$ cat src/rtl/riscv_pkg.sv
// ---- riscv_pkg : shared types and encodings for the multicycle RV32I controller ----
// ---- rev 1.0 ----
`default_nettype none

package riscv_pkg;

  typedef enum logic [3:0] {
    FETCH    = 4'd0,
    DECODE   = 4'd1,
    MEMADR   = 4'd2,
    MEMREAD  = 4'd3,
    MEMWB    = 4'd4,
    MEMWRITE = 4'd5,
    EXECUTER = 4'd6,
    EXECUTEI = 4'd7,
    ALUWB    = 4'd8,
    BRANCH   = 4'd9,
    JAL      = 4'd10,
    TRAP     = 4'd11
  } state_t;

  localparam logic [1:0] SRCA_PC    = 2'b00;
  localparam logic [1:0] SRCA_OLDPC = 2'b01;
  localparam logic [1:0] SRCA_RD1   = 2'b10;

  localparam logic [1:0] SRCB_RD2   = 2'b00;
  localparam logic [1:0] SRCB_IMM   = 2'b01;
  localparam logic [1:0] SRCB_FOUR  = 2'b10;

  localparam logic [1:0] RES_ALUOUT    = 2'b00;
  localparam logic [1:0] RES_DATA      = 2'b01;
  localparam logic [1:0] RES_ALURESULT = 2'b10;

  localparam logic [1:0] IMM_I = 2'b00;
  localparam logic [1:0] IMM_S = 2'b01;
  localparam logic [1:0] IMM_B = 2'b10;
  localparam logic [1:0] IMM_J = 2'b11;

  localparam logic [2:0] ALU_ADD = 3'b000;
  localparam logic [2:0] ALU_SUB = 3'b001;
  localparam logic [2:0] ALU_AND = 3'b010;
  localparam logic [2:0] ALU_OR  = 3'b011;
  localparam logic [2:0] ALU_SLT = 3'b101;

  localparam logic [6:0] OP_LOAD   = 7'b0000011;
  localparam logic [6:0] OP_STORE  = 7'b0100011;
  localparam logic [6:0] OP_RTYPE  = 7'b0110011;
  localparam logic [6:0] OP_ITYPE  = 7'b0010011;
  localparam logic [6:0] OP_BRANCH = 7'b1100011;
  localparam logic [6:0] OP_JAL    = 7'b1101111;

endpackage

`default_nettype wire

$ cat src/rtl/riscv_multi_aludec.sv
// ---- riscv_multi_aludec : funct3/funct7b5 to ALU operation, flags unsupported funct3 ----
// ---- rev 1.0 ----
`default_nettype none

module riscv_multi_aludec
  import riscv_pkg::*;
(
  input  logic [2:0] funct3,
  input  logic       funct7b5,
  input  logic       is_rtype,
  output logic [2:0] alu_control,
  output logic       legal
);

  always_comb begin
    alu_control = ALU_ADD;
    legal       = 1'b1;
    case (funct3)
      3'b000:  alu_control = (funct7b5 && is_rtype) ? ALU_SUB : ALU_ADD;
      3'b010:  alu_control = ALU_SLT;
      3'b110:  alu_control = ALU_OR;
      3'b111:  alu_control = ALU_AND;
      default: legal       = 1'b0;
    endcase
  end

endmodule

`default_nettype wire

$ cat src/rtl/riscv_multi_controller.sv
// ---- riscv_multi_controller : multicycle RV32I control FSM with memory handshake ----
// ---- rev 1.0 ----
`default_nettype none

module riscv_multi_controller
  import riscv_pkg::*;
#(
  parameter int BRANCH_EXT    = 1,
  parameter int MEM_HANDSHAKE = 1
) (
  input  logic       clk,
  input  logic       reset,
  input  logic [6:0] op,
  input  logic [2:0] funct3,
  input  logic       funct7b5,
  input  logic       zero,
  input  logic       lt,
  input  logic       ltu,
  input  logic       mem_ready,
  output logic       pc_write,
  output logic       adr_src,
  output logic       mem_req,
  output logic       mem_we,
  output logic       ir_write,
  output logic       reg_write,
  output logic       illegal,
  output logic [1:0] result_src,
  output logic [1:0] alu_src_a,
  output logic [1:0] alu_src_b,
  output logic [1:0] imm_src,
  output logic [2:0] alu_control,
  output state_t     state_o
);

  localparam logic EXT_OK = (BRANCH_EXT != 0);

  state_t     state;
  state_t     state_next;
  logic       rdy;
  logic [2:0] exec_alu;
  logic       exec_legal;
  logic       br_taken;
  logic       br_legal;

  assign rdy     = (MEM_HANDSHAKE != 0) ? mem_ready : 1'b1;
  assign state_o = state;

  riscv_multi_aludec u_aludec (
    .funct3      (funct3),
    .funct7b5    (funct7b5),
    .is_rtype    (state == EXECUTER),
    .alu_control (exec_alu),
    .legal       (exec_legal)
  );

  always_comb begin
    br_taken = 1'b0;
    br_legal = 1'b1;
    case (funct3)
      3'b000:  br_taken = zero;
      3'b001:  br_taken = !zero;
      3'b100:  begin br_taken = lt;   br_legal = EXT_OK; end
      3'b101:  begin br_taken = !lt;  br_legal = EXT_OK; end
      3'b110:  begin br_taken = ltu;  br_legal = EXT_OK; end
      3'b111:  begin br_taken = !ltu; br_legal = EXT_OK; end
      default: br_legal = 1'b0;
    endcase
  end

  always_ff @(posedge clk or negedge reset) begin
    if (!reset) state <= FETCH;
    else        state <= state_next;
  end

  always_comb begin
    state_next = state;
    case (state)
      FETCH:    if (rdy) state_next = DECODE;
      DECODE: begin
        case (op)
          OP_LOAD, OP_STORE: state_next = MEMADR;
          OP_RTYPE:          state_next = EXECUTER;
          OP_ITYPE:          state_next = EXECUTEI;
          OP_BRANCH:         state_next = BRANCH;
          OP_JAL:            state_next = JAL;
          default:           state_next = TRAP;
        endcase
      end
      MEMADR:   state_next = (op == OP_LOAD) ? MEMREAD : MEMWRITE;
      MEMREAD:  if (rdy) state_next = MEMWB;
      MEMWB:    state_next = FETCH;
      MEMWRITE: if (rdy) state_next = FETCH;
      EXECUTER, EXECUTEI: state_next = exec_legal ? ALUWB : TRAP;
      ALUWB:    state_next = FETCH;
      BRANCH:   state_next = br_legal ? FETCH : TRAP;
      JAL:      state_next = ALUWB;
      TRAP:     state_next = TRAP;
      default:  state_next = FETCH;
    endcase
  end

  // Outputs are gated by reset so nothing strobes while the state is forced to FETCH.
  always_comb begin
    pc_write    = 1'b0;
    adr_src     = 1'b0;
    mem_req     = 1'b0;
    mem_we      = 1'b0;
    ir_write    = 1'b0;
    reg_write   = 1'b0;
    illegal     = 1'b0;
    result_src  = RES_ALUOUT;
    alu_src_a   = SRCA_PC;
    alu_src_b   = SRCB_RD2;
    imm_src     = IMM_I;
    alu_control = ALU_ADD;
    if (reset) begin
      case (state)
        FETCH: begin
          mem_req    = 1'b1;
          alu_src_b  = SRCB_FOUR;
          result_src = RES_ALURESULT;
          ir_write   = rdy;
          pc_write   = rdy;
        end
        DECODE: begin
          alu_src_a = SRCA_OLDPC;
          alu_src_b = SRCB_IMM;
          imm_src   = IMM_B;
        end
        MEMADR: begin
          alu_src_a = SRCA_RD1;
          alu_src_b = SRCB_IMM;
          imm_src   = (op == OP_LOAD) ? IMM_I : IMM_S;
        end
        MEMREAD: begin
          mem_req = 1'b1;
          adr_src = 1'b1;
        end
        MEMWB: begin
          result_src = RES_DATA;
          reg_write  = 1'b1;
        end
        MEMWRITE: begin
          mem_req = 1'b1;
          mem_we  = 1'b1;
          adr_src = 1'b1;
        end
        EXECUTER: begin
          alu_src_a   = SRCA_RD1;
          alu_control = exec_alu;
        end
        EXECUTEI: begin
          alu_src_a   = SRCA_RD1;
          alu_src_b   = SRCB_IMM;
          alu_control = exec_alu;
        end
        ALUWB:    reg_write = 1'b1;
        BRANCH: begin
          alu_src_a   = SRCA_RD1;
          alu_control = ALU_SUB;
          pc_write    = br_legal && br_taken;
        end
        JAL: begin
          alu_src_a = SRCA_OLDPC;
          alu_src_b = SRCB_FOUR;
          pc_write  = 1'b1;
        end
        TRAP:     illegal = 1'b1;
        default:  illegal = 1'b0;
      endcase
    end
  end

endmodule

`default_nettype wire
$ cat config.mk
export PLATFORM = sky130hd
export DESIGN_NAME = riscv_multi_controller
export DESIGN_NICKNAME = d
export VERILOG_FILES = /design/src/rtl/riscv_pkg.sv /design/src/rtl/riscv_multi_aludec.sv /design/src/rtl/riscv_multi_controller.sv
export SDC_FILE = /design/constraint.sdc
export NUM_CORES = 1
export LEC_CHECK = 0
export ABC_AREA = 1
export BUFFER_PORTS_ARGS = -buffer_cell sky130_fd_sc_hd__clkbuf_2
export CORE_MARGIN = 4
export CORE_UTILIZATION = 40
export CTS_BUF_LIST = sky130_fd_sc_hd__clkbuf_8
export DETAILED_ROUTE_END_ITERATION = 6
export PLACE_DENSITY_LB_ADDON = 0.3
export SETUP_SLACK_MARGIN = 0.1
export SLEW_MARGIN = 15
export SYNTH_ARGS = -nofsm -noshare
export SYNTH_HDL_FRONTEND = slang
export SYNTH_SLANG_ARGS = --single-unit
$ cat constraint.sdc
create_clock -name clk -period 1.4 [get_ports clk]
set_input_delay 0.28 -clock clk [delete_from_list [all_inputs] [get_ports clk]]
set_output_delay 0.28 -clock clk [all_outputs]
set_load 0.01 [all_outputs]
Word-level counts from Yosys, hierarchy flattened
Index checks and enable logic that the tools add are counted.
{"block": "totals", "mem_count": 0, "input_bits": 17, "output_inout_bits": 22, "wordCells": 84, "romBits": 0, "latch_bits": 0, "ff_bits": 4, "mem_bits_rw": 0}
{"block": "classes", "bitwise_logic": 0, "reduce_logical": 19, "shifts": 0, "n_mux": 38, "n_lt_le_gt_ge": 0, "add_sub_neg": 0, "mul": 0, "div": 0, "n_eq_ne": 26}
{"cell": "one-hot mux 4 bit (9 select lines)", "count": 1}
{"cell": "one-hot mux 4 bit (5 select lines)", "count": 1}
{"cell": "two-way mux 1 bit", "count": 17}
{"cell": "equality test 4 x 3 -> 1 bit (second input constant)", "count": 4}
{"cell": "equality test 4 bit (second input constant)", "count": 4}
{"cell": "two-way mux 4 bit", "count": 4}
{"cell": "one-hot mux 2 bit (2 select lines)", "count": 4}
{"cell": "equality test 7 x 6 -> 1 bit (second input constant)", "count": 2}
{"cell": "equality test 7 bit (second input constant)", "count": 2}
{"cell": "equality test 3 bit (second input constant)", "count": 4}
{"cell": "one-hot mux 3 bit (4 select lines)", "count": 1}
{"cell": "OR reduction 2 bit", "count": 6}
{"cell": "two-way mux 2 bit", "count": 5}
{"cell": "equality test 4 x 2 -> 1 bit (second input constant)", "count": 2}
{"cell": "OR reduction 4 bit", "count": 2}
{"cell": "equality test 7 x 2 -> 1 bit (second input constant)", "count": 1}
{"cell": "equality test 7 x 5 -> 1 bit (second input constant)", "count": 1}
{"cell": "two-way mux 3 bit", "count": 2}
{"cell": "inequality test 2 bit (second input constant)", "count": 3}
{"cell": "one-hot mux 1 bit (6 select lines)", "count": 1}
{"cell": "one-hot mux 3 bit (2 select lines)", "count": 1}
{"cell": "OR reduction 3 bit", "count": 2}
{"cell": "OR reduction 6 bit", "count": 1}
{"cell": "equality test 4 x 1 -> 1 bit (second input constant)", "count": 1}
{"cell": "other kinds (8)", "count": 11}

Depth between registers and ports, before layout
Gate-level depths: netlist (run 1).
{"block": "depth", "word_depth": 6, "depth_mapped": 10}

By module
Synthesis (run 1) repeated with hierarchy kept, for this count alone.
{"block": "hier_totals", "hier_cells": 137, "hier_area_um2": 703.2}
{"mod": "riscv_multi_controller", "cells_per_inst": 126, "n_inst": 1, "area_each_um2": 660.6}
{"mod": "riscv_multi_aludec", "cells_per_inst": 11, "n_inst": 1, "area_each_um2": 42.5}

Least setup slack after synthesis (run 1)
OpenSTA, ideal clock, no wires.
{"block": "synth_timing", "path_kind": "register to output", "startpoint": "reg state[1] (netlist: state_o[1])", "endpoint": "out mem_req", "path_buffers": 1, "slack_ns": -0.112, "stages_incl_launch_ff": 8, "t_arrival_ns": 1.232, "cell_sequence": "dfrtp_1 -> buf_6 -> nor2_2 -> inv_2 -> nor2_4 -> inv_2 -> nor2_1 -> or2_1"}
{"block": "synth_via", "elab_chain_len": 4, "word_cells_on_any_way": 6}
{"element": "start: declaration", "line_no": "riscv_multi_controller.sv:37", "text": "state_t state;"}
{"element": "start signal: assignment", "line_no": "riscv_multi_controller.sv:72", "text": "else state <= state_next;"}
{"element": "equality test 4 x 3 -> 1 bit, or another cell as far along", "line_no": "riscv_multi_controller.sv:117", "text": "case (state)"}
{"element": "OR reduction 3 bit (no line) (*)"}
{"element": "two-way mux 1 bit (*)", "line_no": "riscv_multi_controller.sv:117"}
{"element": "two-way mux 1 bit (*)", "line_no": "riscv_multi_controller.sv:116", "text": "if (reset) begin"}
{"element": "end: declaration", "line_no": "riscv_multi_controller.sv:22", "text": "output logic mem_req,"}
Every way passes the cells marked *; elsewhere a longest branch is shown, timed or not.

Worst setup path after layout (run 1)
{"block": "layout_timing", "startpoint": "reg state[1] (netlist: state_o[1])", "endpoint": "out pc_write"}
{"block": "layout_via", "elab_chain_len": 3, "word_cells_on_any_way": 5}
{"element": "equality test 4 bit / logical NOT 4 bit (equally long branches)", "line_no": "riscv_multi_controller.sv:117"}
{"element": "one-hot mux 1 bit (3 select lines) (*)", "line_no": "riscv_multi_controller.sv:117"}
{"element": "two-way mux 1 bit (*)", "line_no": "riscv_multi_controller.sv:116"}
{"element": "end: declaration", "line_no": "riscv_multi_controller.sv:20", "text": "output logic pc_write,"}
Marked as above.

==> results of run 1 <==
-- cell type report --
type	count	share of cell area, %
well taps	25	2.17
multi-input cells	101	42.8
inverters	25	7.04
repair buffers	79	37.5
clock buffers	3	2.87
clock inverters	1	0.261
flip-flops and latches	4	7.30
-- logic make-up after synthesis --
group,Yosys count,synth area share [%]
AO/OA/AOI/OAI,14,10.6
XOR/XNOR,1,1.22
buffers and inverters,28,17.2
flip-flops,4,13.9
AND/OR/NAND/NOR,86,57.0
-- per-stage QoR --
step	setup TNS (ns)	instance area [sq um]	instances	power [mW]
2_1_floorplan	0	785	133	1.12
3_3_place_gp	-0.998	1140	215	1.61
3_5_place_dp	-1.45	1140	215	1.66
4_1_cts	-4.41	1280	225	2.11
5_1_grt	-7.59	1440	238	2.86
6_report	-6.50	1440	238	2.71
-- per-layer routing --
layer / global-route usage (%) / share of wire [%]
met1: 26.2 / 37
met2: 42.4 / 47
met4: 5.38 / 6.0
met3: 4.75 / 9.3
met5: 0 / 0
-- worst max-delay path, stage by stage (launching register included) --
cell and delay [ns]:
dfrtp_2 0.43, buf_12 0.14, nor2_4 0.12, inv_2 0.07
nor2_4 0.13, nand2_1 0.10, nand2_1 0.07, inv_1 0.05
a21oi_2 0.10, buf_2 0.14
-- power breakdown --
group | total, mW | switching, mW | internal, mW
clock network | 0.286 | 0.0957 | 0.190
logic | 2.13 | 1.11 | 1.02
registers | 0.294 | 0.116 | 0.178
-- synthesized netlist by cell type, drive strengths merged --
library cell and count:
nor3 4, nand4 1, or2 3, nand3 13, o211ai 1, xor2 1
nor2 23, o21ai 6, dfrtp 4, buf 3, nand2 41, a21oi 7
nor4 1, inv 25
-- timing repair --
action | CTS | global route
endpoints found under the hold margin | 4 | 0
setup buffers | 6 | 14
hold buffers | 1 | 0
resized for setup | 13 | 28
pin swaps | 5 | 6
setup endpoints to repair | 22 | 23
-- path summary, 6_finish.rpt --
check | startpoint | endpoint | depth (start not counted)
setup / recovery | state_o[1]$_DFFE_PN0P_ | pc_write | 9
hold / removal | op[4] | state_o[1]$_DFFE_PN0P_ | 5
setup reg to reg | state_o[1]$_DFFE_PN0P_ | state_o[2]$_DFFE_PN0P_ | 11
hold reg to reg | state_o[1]$_DFFE_PN0P_ | state_o[3]$_DFFE_PN0P_ | 3
max in group asynchronous | reset | state_o[0]$_DFFE_PN0P_ | 3
min in group asynchronous | reset | state_o[3]$_DFFE_PN0P_ | 3
==> reports/metrics.yaml, run 1 <==
outcome:
  outcome: "complete, but fails checks"
  violations: "negative setup slack"
drt:
  first_iter_violations: 52
  wl_mm: 3.79
  first_pass_iters: 4
  postRouteAntennaNets: 0
  drc: 0
  dr_total_vias: 1254
  via_per_inst: 5.27
  avgRoutedWirePerCell_um: 15.9
clock_network:
  clockBufferDepth: 2
  cts_tree: "done"
  cts_sinks: 4
  root_buffer: "clkbuf_8"
  numCtsBuffers: 3
  htree_levels: 1
  clk-insertion-delay-late_ns: 0.24
  path_clk_slew_ns: 0.04
power:
  cellLeakagePower_nw: 0.828
  irDropWorstVdd_mv: 1.87
  power_density_nw_per_um2: 1880
cells_and_area:
  n_antenna_cell: 0
  seq_area_sq_um: 105
  layout-drive-gt1-share_pct: 59.2
  multi_input_area_sq_um: 617
  fillerInstances: 108
  layout_common_cells: "nand2_1, buf_4, clkbuf_2"
  post-route-util_pct: 84.3
  fin_nets: 231
  largest_register_ffs: 4
  syn_to_final_growth_pct: 100
floorplan:
  die_y_um: 50.4
  coreArea_sq_um: 1710
  dieWidth_um: 50.4
  die_area_sq_um: 2540
  io_pins: 39
  start_util_pct: 42.1
  rows: 15
sta:
  rsz0062_at_grt: "yes"
  skew_ns: 0.00578
  maxSlewViolCount: 0
  fmax_mhz: 538
  tightest_slew_ns: 0.404
  finalWorstSetupSlack_ns: -0.460
  layout_min_cycle_time_ns: 1.86
  setup_viol: 22
  hold_slack_ns: 0.446
  max_slew_margin_pct: 73.0
  hold_viol: 0
  finalCritPeriodShare_pct: 133
place:
  place_ws_ns: -0.198
  place_congestion: 0.899
  portBuffers: 38
  dpl.hpwl_mm: 2.13
global_route:
  grt_overflow: 0
  grt_pass1_wl_mm: 4.43
  grt_start_max_net_pins: 11
  grtUsageTotal_pct: 22.8
  antenna_found_initial: 0
  grt_pass1_vias: 1051
critical_path:
  crit_type: "flop to primary output"
  arrival_ns: 1.58
  cp.required_ns: 1.12
  reg2reg_slack_ns: -0.22
  cp-start-kind: "flop"
  cp-end-kind: "primary output"
  crit_path_max_fanout: 5
flow_run:
  maxCapViolCount: 0
synth:
  synth_top_area_share_pct: 20.3
  synth_top_cell_by_area: "nand2_1"
  synth_cell_type_count: 24
  synth.area.top_cells: "nand2_1, dfrtp_1, inv_1, nor2_1, nand3_1"
  seq_area_frac_synth_pct: 13.9
  synth.avg_cell_area_sq_um: 5.41
  synth_warnings: 0
  synth_nets: 150
  ys_ff_latch: 4
  syn_inst: 133
  syn-cell-area_sq_um: 719
hold_path:
  hold_class: "primary input to flop"
No activity file was read; power rests on OpenSTA's default activity.
==> inputs of run 2 (changes only) <==
Clock period 1.4 ns to 1.95 ns, I/O delays scaled along.
==> reports/metrics.yaml, run 2 (synthesis gave the netlist of run 1 again) <==
floorplan:
  start_util_pct: 42.1  # unchanged
  die_y_um: 50.4  # unchanged
  die_area_sq_um: 2540  # unchanged
  rows: 15  # unchanged
  io_pins: 39  # unchanged
  dieWidth_um: 50.4  # unchanged
  coreArea_sq_um: 1710  # unchanged
critical_path:
  path_buf_inv: 4  # unchanged
  crit_path_max_fanout: 4  # was 5
  cp_slowest_stage_delay_ns: 0.46  # was 0.43 ns
  slowest_stage: "dfrtp_2"  # unchanged
  arrival_ns: 1.50  # was 1.58 ns
  cp.required_ns: 1.56  # was 1.12 ns
  path_delay_family: "flip-flops"  # unchanged
  path_cells: "nor2_4 > inv_4 > nor3_4 > inv_2 > o21ai_1 > o21ai_1 > inv_1 > buf_6"  # was buf_12 > nor2_4 > inv_2 > nor2_4 > nand2_1 > nand2_1 > inv_1 > a21oi_2 > buf_2
  crit_type: "flop to primary output"  # unchanged
  cp-start-kind: "flop"  # unchanged
  cp-end-kind: "primary output"  # unchanged
  cp_common_cell: "o21ai_1"
drt:
  dr_total_vias: 1006  # was 1254
  wl_met1_um: 955  # was 1.41 mm
  route.met2.wl_mm: 1.24  # was 1.80 mm
  postRouteAntennaNets: 0  # unchanged
  first_pass_iters: 4  # unchanged
  met3WireLength_um: 157  # was 354 um
  avgRoutedWirePerCell_um: 11.8  # was 15.9 um
  via_per_inst: 4.93  # was 5.27
  dr.max_layer_used: "met4"  # unchanged
  drc: 0  # unchanged
  wl_mm: 2.41  # was 3.79 mm
  first_iter_violations: 24  # was 52
global_route:
  grt_overflow: 0  # unchanged
  grt_pass1_wl_mm: 3.52  # was 4.43 mm
  grtUsageTotal_pct: 17.6  # was 22.8%
  antenna_found_initial: 0  # unchanged
  grt_start_max_net_pins: 13  # was 11
  grt_pass1_vias: 842  # was 1051
clock_network:
  numCtsBuffers: 3  # unchanged
  clk-insertion-delay-late_ns: 0.22  # was 0.24 ns
  hold_buffers: 0  # was 1
  root_buffer: "clkbuf_8"  # unchanged
  clockBufferDepth: 2  # unchanged
  cts_tree: "done"  # unchanged
  cts_sinks: 4  # unchanged
  path_clk_slew_ns: 0.03  # was 0.04 ns
  htree_levels: 1  # unchanged
power:
  internal_power_uw: 673  # was 1.39 mW
  p_switching_uw: 705  # was 1.32 mW
  combPwrFrac_pct: 71.3  # was 78.6%
  p_seq_share_pct: 15.9  # was 10.9%
  power_density_nw_per_um2: 1250  # was 1880 nW/um^2
  cellLeakagePower_nw: 0.640  # was 0.828 nW
  irDropWorstVdd_mv: 0.706  # was 1.87 mV
  swShare_pct: 51.2  # was 48.7%
  clkPwrFrac_pct: 12.9  # was 10.6%
  p_total_mw: 1.38  # was 2.71 mW
sta:
  layout_min_cycle_time_ns: 1.89
  tightest_slew_ns: 0.374  # was 0.404 ns
  hold_slack_ns: 0.0807  # was 0.446 ns
  hold_viol: 0  # unchanged
  finalCritPeriodShare_pct: 97.0
  skew_ns: 0.00501  # was 0.00578 ns
  maxSlewViolCount: 0  # unchanged
  setup_viol: 0  # was 22
  rsz0062_at_grt: "yes"  # unchanged
  fmax_mhz: 528
  max_slew_margin_pct: 75.0  # was 73.0%
flow_run:
  maxCapViolCount: 0  # unchanged
cells_and_area:
  n_antenna_cell: 0  # unchanged
  postLayoutCellArea_sq_um: 1100  # was 1440 sq um
  fin_nets: 198  # was 231
  post-route-util_pct: 64.3  # was 84.3%
  syn_to_final_growth_pct: 52.7  # was 100%
  layout_common_cells: "nand2_1, clkbuf_2, inv_1"  # was nand2_1, buf_4, clkbuf_2
  largest_register_ffs: 4  # unchanged
  layout-drive-gt1-share_pct: 47.5  # was 59.2%
  layout.cells.most_common: "nand2_1"
place:
  dpl_cell_area_sq_um: 918  # was 1140 sq um
  dpl.hpwl_mm: 1.73  # was 2.13 mm
  portBuffers: 38  # unchanged
  place_congestion: 0.891  # was 0.899
outcome:
  outcome: "complete, no violations"  # was complete, but fails checks
hold_path:
  hold_class: "primary input to async pin"  # was primary input to flop
## run 2: path summary, 6_finish.rpt
| kind | endpoint | depth (start not counted) | start | slack (ns) |
|---|---|---|---|---|
| max reg2reg | state_o[0]$_DFFE_PN0P_ | 9 | state_o[0]$_DFFE_PN0P_ | 0.59 |
| min | state_o[0]$_DFFE_PN0P_ | 2 | reset | 0.08 |
| min reg2reg | state_o[3]$_DFFE_PN0P_ | 2 | state_o[1]$_DFFE_PN0P_ | 0.69 |
| max | alu_src_b[0] | 8 | state_o[3]$_DFFE_PN0P_ | 0.06 |
| min in group clk | state_o[2]$_DFFE_PN0P_ | 5 | mem_ready | 0.55 |
| max in group asynchronous | state_o[1]$_DFFE_PN0P_ | 2 | reset | 1.73 |
## run 2: power groups by stage
stage / sequential (mW) / clock (mW) / combinational [mW]
2_1_floorplan: 0.176 / 0 / 0.556
5_1_grt: 0.225 / 0.188 / 1.08
3_5_place_dp: 0.198 / 0 / 0.741
4_1_cts: 0.202 / 0.180 / 0.764
6_report: 0.219 / 0.177 / 0.982
3_3_place_gp: 0.196 / 0 / 0.733
## run 2: per-stage QoR
stage / worst slack [ns] / TNS [ns] / std cells
CTS: 0.0712 / 0 / 198
global placement: 0.196 / 0 / 194
global route: -0.0631 / -0.0631 / 204
finish: 0.0576 / 0 / 204
floorplan: 0.328 / 0 / 133
detailed placement: 0.180 / 0 / 194
## run 2: area by class of cell
type | instances | area [sq um]
fillers | 152 | 609
multi-input cells | 101 | 556
repair buffers | 46 | 269
flip-flops and latches | 4 | 105
inverters | 25 | 96.3
clock buffers | 3 | 41.3
well taps | 25 | 31.3
## run 2: worst register-to-register path, stage by stage (launching register included)
cell     delay (ns)
dfrtp_2        0.45
inv_2          0.16
nor2_4         0.07
buf_4          0.13
nand3_2        0.08
nand3_2        0.10
nor2_1         0.09
nand2_1        0.06
nand2_1        0.06
nand2_1        0.05
## run 2: repair_timing
action / 4_1_cts / 5_1_grt
gates resized for setup: 4 / 25
endpoints found under the setup margin: 11 / 12
pin swaps: 0 / 4
setup buffers: 1 / 6
## run 2: per-layer routing
| metal | track usage (%) | vias to the layer above |
|---|---|---|
| met5 | 0 | - |
| met4 | 4.04 | 0 |
| met3 | 3.86 | 8 |
| met2 | 33.0 | 49 |
| met1 | 20.0 | 444 |
| li1 | - | 505 |
